[config.mk]
export PLATFORM = sky130hd
export DESIGN_NAME = aibcr3aux_osc_en_ctrl
export DESIGN_NICKNAME = d
export VERILOG_FILES = /design/src/rtl/aibcr3aux_osc_en_ctrl.sv
export SDC_FILE = /design/constraint.sdc
export NUM_CORES = 1
export LEC_CHECK = 0
export CORE_MARGIN = 4
export CORE_UTILIZATION = 35
export CTS_CLUSTER_DIAMETER = 50
export DETAILED_ROUTE_END_ITERATION = 7
export PLACE_DENSITY_LB_ADDON = 0.08
export SLEW_MARGIN = 25
export SYNTH_ARGS = -nofsm -noshare
export SYNTH_HDL_FRONTEND = slang
export SYNTH_SLANG_ARGS = --single-unit
[constraint.sdc]
create_clock -name clk -period 2.02 [get_ports clk]
set_clock_uncertainty 0.2 [all_clocks]
set_input_delay 0.404 -clock clk [delete_from_list [all_inputs] [get_ports clk]]
set_output_delay 0.404 -clock clk [all_outputs]
set_load 0.05 [all_outputs]
[src/rtl/aibcr3aux_osc_en_ctrl.sv]
// ---------------------------------------------------------------------------
// aibcr3aux_osc_en_ctrl
//
// Source-side enable controller for the AUX oscillator clock path. Drives the
// enable into the oscillator-domain enable synchronizer, holds it through a
// warm-up interval, waits for the synchronized enable to come back through a
// local 2-flop synchronizer, then reports the oscillator clock ready. Removing
// the request runs an orderly shutdown; missing or lost acknowledges raise a
// sticky timeout error that clears once the request is withdrawn.
//
// Parameters
//   WARM_CYC    warm-up cycles with osc_en high before the ack is examined
//   TO_CYC      acknowledge timeout in cycles (rise and fall)
//   CNT_W       width of the shared cycle counter
//
// Ports
//   clk          in   controller clock
//   resetb       in   asynchronous active-low reset
//   osc_req      in   level request for the oscillator clock (clk domain)
//   en_ack       in   returned enable, asynchronous to clk
//   osc_en       out  registered enable to the synchronizer d input
//   osc_rdy      out  registered, oscillator clock confirmed running
//   timeout_err  out  registered, acknowledge timeout or acknowledge loss
//   state        out  current FSM encoding for debug
// ---------------------------------------------------------------------------
module aibcr3aux_osc_en_ctrl #(
   parameter int WARM_CYC = 16,
   parameter int TO_CYC   = 64,
   parameter int CNT_W    = 8
) (
   input  logic       clk,
   input  logic       resetb,
   input  logic       osc_req,
   input  logic       en_ack,
   output logic       osc_en,
   output logic       osc_rdy,
   output logic       timeout_err,
   output logic [2:0] state
);

   typedef enum logic [2:0] {
      ST_IDLE     = 3'd0,
      ST_WARMUP   = 3'd1,
      ST_WAIT_ACK = 3'd2,
      ST_READY    = 3'd3,
      ST_OFF      = 3'd4,
      ST_ERR      = 3'd5
   } state_t;

   localparam logic [CNT_W-1:0] WARM_LAST = CNT_W'(WARM_CYC - 1);
   localparam logic [CNT_W-1:0] TO_LAST   = CNT_W'(TO_CYC - 1);
   localparam logic [CNT_W-1:0] CNT_ONE   = 1;

   state_t           state_q;
   logic [CNT_W-1:0] cnt_q;
   logic             osc_en_q;
   logic             osc_rdy_q;
   logic             timeout_err_q;
   logic             ack_meta_q;
   logic             ack_s_q;

   // Counter never wraps; it holds at all-ones if ever driven that far.
   function automatic logic [CNT_W-1:0] sat_inc(input logic [CNT_W-1:0] v);
      if (v == '1) begin
         return v;
      end
      return v + CNT_ONE;
   endfunction

   // en_ack crosses in from the oscillator domain; only ack_s_q is used.
   always_ff @(posedge clk or negedge resetb) begin
      if (!resetb) begin
         ack_meta_q <= 1'b0;
         ack_s_q    <= 1'b0;
      end else begin
         ack_meta_q <= en_ack;
         ack_s_q    <= ack_meta_q;
      end
   end

   // Control FSM with registered outputs. Every entry into OFF restarts the
   // counter so the shutdown timeout always gets its full TO_CYC window.
   always_ff @(posedge clk or negedge resetb) begin
      if (!resetb) begin
         state_q       <= ST_IDLE;
         cnt_q         <= '0;
         osc_en_q      <= 1'b0;
         osc_rdy_q     <= 1'b0;
         timeout_err_q <= 1'b0;
      end else begin
         case (state_q)
            ST_IDLE: begin
               osc_en_q      <= 1'b0;
               osc_rdy_q     <= 1'b0;
               timeout_err_q <= 1'b0;
               if (osc_req) begin
                  state_q  <= ST_WARMUP;
                  osc_en_q <= 1'b1;
                  cnt_q    <= '0;
               end
            end

            ST_WARMUP: begin
               if (!osc_req) begin
                  state_q  <= ST_OFF;
                  osc_en_q <= 1'b0;
                  cnt_q    <= '0;
               end else if (cnt_q == WARM_LAST) begin
                  state_q <= ST_WAIT_ACK;
                  cnt_q   <= '0;
               end else begin
                  cnt_q <= sat_inc(cnt_q);
               end
            end

            ST_WAIT_ACK: begin
               // Shutdown outranks an acknowledge arriving in the same cycle.
               if (!osc_req) begin
                  state_q  <= ST_OFF;
                  osc_en_q <= 1'b0;
                  cnt_q    <= '0;
               end else if (ack_s_q) begin
                  state_q   <= ST_READY;
                  osc_rdy_q <= 1'b1;
               end else if (cnt_q == TO_LAST) begin
                  state_q       <= ST_ERR;
                  osc_en_q      <= 1'b0;
                  timeout_err_q <= 1'b1;
               end else begin
                  cnt_q <= sat_inc(cnt_q);
               end
            end

            ST_READY: begin
               if (!osc_req) begin
                  state_q   <= ST_OFF;
                  osc_en_q  <= 1'b0;
                  osc_rdy_q <= 1'b0;
                  cnt_q     <= '0;
               end else if (!ack_s_q) begin
                  // Acknowledge dropped while still requested: clock lost.
                  state_q       <= ST_ERR;
                  osc_en_q      <= 1'b0;
                  osc_rdy_q     <= 1'b0;
                  timeout_err_q <= 1'b1;
               end
            end

            ST_OFF: begin
               // A new request is only honoured once back in IDLE.
               osc_en_q <= 1'b0;
               if (!ack_s_q) begin
                  state_q <= ST_IDLE;
               end else if (cnt_q == TO_LAST) begin
                  state_q       <= ST_ERR;
                  timeout_err_q <= 1'b1;
               end else begin
                  cnt_q <= sat_inc(cnt_q);
               end
            end

            ST_ERR: begin
               osc_en_q      <= 1'b0;
               osc_rdy_q     <= 1'b0;
               timeout_err_q <= 1'b1;
               if (!osc_req) begin
                  state_q       <= ST_IDLE;
                  timeout_err_q <= 1'b0;
                  cnt_q         <= '0;
               end
            end

            default: begin
               state_q       <= ST_IDLE;
               cnt_q         <= '0;
               osc_en_q      <= 1'b0;
               osc_rdy_q     <= 1'b0;
               timeout_err_q <= 1'b0;
            end
         endcase
      end
   end

   assign osc_en      = osc_en_q;
   assign osc_rdy     = osc_rdy_q;
   assign timeout_err = timeout_err_q;
   assign state       = state_q;

endmodule

==> summary.md <==
| Metric | Value |
|---|---|
| VDD IR max | 0.000558 V |
| CP endpoint | cnt_q[5] |
| Post-synthesis sequential area ratio | 0.352 |
| Worst-path clk slew | 0.10 ns |
| Met3 GRT Util | 0.0225 |
| Routed wire per std cell | 13.7 um |
| First-pass GRT wire length | 5030 um |
| Combined flip-flop and latch cell area | 405 um2 |
| Critical R2R Launch | state[0] |
| Worst-case clock buffer depth | 2 |
| Grt peak-use layer | met2 |
| Hold crit path type | reg2reg |
| R2R setup slack | 0.06 ns |
| Final period utilization | 0.971 |
| Total CTS buffers | 3 |
| Critical Path Source Type | register |
| Drc violations | 0 |
| Total number of yosys warnings | 0 |
| Reg2reg end | cnt_q[5] |
| Syn Area/Cell | 8.11 um2 |
| Hold path startpoint | ack_meta_q |
| Pwr/cell area | 1340 nW/um2 |
| Mapped Cells | 140 |
| # setup viols final | 0 |
| Worst Path Arrival | 1.98 ns |
| Post-synthesis register bit count | 16 |
| Vias in the first global route | 1,170 |
| Worst-Skew Late Latency | 0.28 ns |
| Gp weighted congestion | 0.840 |
| Syn Std Cell Area | 1140 um2 |
| Worst setup path start | state[0] |
| Initial antenna violation count | 0 |
| EDFF count, synth | 0 |
| CTS HTree Levels | 1 |
| Multi-input gate area | 742 um2 |
| Initial core utilization | 0.369 |
| DR vias | 1,196 |
| Port buffer count | 9 |
| Largest net degree at the start of global routing | 17 |
| Initial DRT Pass Iterations | 4 |
| Status | finished, final reports clean |
| Top FF cell, synth | dfrtp_1 |
| I/O pin cnt | 10 |
| Row cnt | 20 |
| Fill cells | 302 |
| Die H | 65.0 um |
| Critical Path RT | 2.04 ns |
| Share of layout cells above drive strength 1 | 0.348 |
| Placed wire-length estimate | 2240 um |
| Met1 Use GR | 0.191 |
| Worst reg2reg path depth | 5 |
| Most common cell after layout, fill and taps aside | buf_4 |
| Hold Vio Cnt, Final | 0 |
| Post-route cell area | 1620 um2 |
| Worst Max-Slew Pin Slew | 0.333 ns |
| Final min period | 1.96 ns |
| Leak | 0.000708 uW |
| Root Buffer | clkbuf_4 |
| Netlist cell types | 43 |
| Iter 0 DRT Violations | 50 |
| Max FO, Critical Path | 8 |
| # nets final | 187 |
| Met2 GRT Util | 0.262 |
| Commonest non-fill, non-tap cells in the layout | 37 x buf_4, 16 x a21oi_1, 14 x nor2_1, 12 x dfrtp_1, 11 x o21ai_0 |
| Setup crit end kind | register |
| Post-synth ARST share | 1.00 |
| Routed vias/inst | 5.32 |
| Slew headroom | 0.778 |
| Sink Count | 16 |
| Routed Antenna Nets | 0 |
| Area Overhead vs Synth | 42.5% |
| Die area | 4220 um2 |
| Core Area | 3080 um2 |
| Critical path class | reg2reg |
| RSZ-0062 raised after global routing | yes |
| Die W | 65.0 um |
| DP Area | 1520 um2 |
| Syn nets | 145 |
| Fmax | 0.510 GHz |
| Slew Limit Fails | 0 |
| Final WL | 3080 um |
| Antenna cells | 0 |
| Setup total negative slack | 0 ns |
| Max-cap viol count | 0 |
| Grt ovf | 0 |
| Gr usage total | 0.150 |
| CTS tree | yes |
-- synth_stat cells (2+ instances only) --
cell | instances | area (um2)
nor4_1 | 3 | 18.8
nor2_1 | 14 | 52.6
or4_1 | 3 | 22.5
a21oi_1 | 17 | 85.1
inv_1 | 5 | 18.8
nand3_1 | 9 | 45.0
nand2b_1 | 5 | 31.3
clkbuf_1 | 5 | 18.8
and3_1 | 4 | 25.0
dfrtp_1 | 16 | 400
a31oi_1 | 3 | 18.8
a21o_1 | 3 | 22.5
a211oi_1 | 3 | 22.5
o21ai_0 | 12 | 60.1
o21a_1 | 2 | 15.0
or2_2 | 2 | 12.5
or3_1 | 2 | 12.5
nand2_1 | 7 | 26.3
-- through the flow --
stage                util  total power [uW]  std cells  hold slack, ns  worst slack (ns)
floorplan               -              1390        140         -0.0916           -0.0207
global route        0.526              2360        225           0.172           -0.0148
detailed placement  0.495              1930        216           0.144            -0.329
CTS                 0.503              2110        220           0.166           0.00102
finish              0.526              2170        225           0.164            0.0587
global placement    0.495              1920        216           0.137            -0.293
-- worst min path at each step --
stage	endpoint	cells after the start
CTS	ack_s_q	0
floorplan	ack_meta_q	0
detailed placement	ack_s_q	0
global route	ack_s_q	0
global placement	ack_s_q	0
finish	ack_s_q	0
-- flip-flops by register name, indices dropped and copies added, names as in the netlist --
register / cells
cnt_q: 8
state: 3
ack_meta_q: 1
ack_s_q: 1
osc_en: 1
osc_rdy: 1
timeout_err: 1
-- timing repair --
action                                  CTS  global route
pin swaps                                 0             3
hold buffers                              0             0
endpoints found under the setup margin    3             7
cloned                                    0             1
gates resized for setup                   1             9
setup buffers                             0             4
-- cell type report --
| cell class | count | share of cell area |
|---|---|---|
| Timing Repair Buffer | 44 | 0.230 |
| Tap cell | 44 | 0.0340 |
| Multi-Input combinational cell | 112 | 0.458 |
| Clock buffer | 4 | 0.0162 |
| Sequential cell | 16 | 0.250 |
| Inverter | 5 | 0.0116 |
-- worst max-delay path, stage by stage, from the launching register on --
cell	delay, ns
dfrtp_2	0.47
or2_1	0.26
or2b_4	0.24
nand2_4	0.08
or4b_1	0.51
a21oi_1	0.14
-- cell families after synthesis --
kind of cell / count (synthesis) / synth area share
AOI/OAI and AO/OA: 53 / 0.304
and+or+nand+nor: 56 / 0.276
xor gates and xnor gates: 1 / 0.00771
DFF: 16 / 0.352
adders and majority gates: 1 / 0.0110
buffers and inverters: 13 / 0.0485
-- metal layers --
metal  vias up  wire [um]
met5         -          0
met4         0          0
met3         0         81
met2        14       1580
met1       579       1410
li1        603          -
-- power breakdown --
part,switching [uW],internal [uW],total [uW]
clock network,102,76.5,179
registers,122,402,524
logic,752,717,1470
Note: power is estimated with default switching activity, not from simulation.
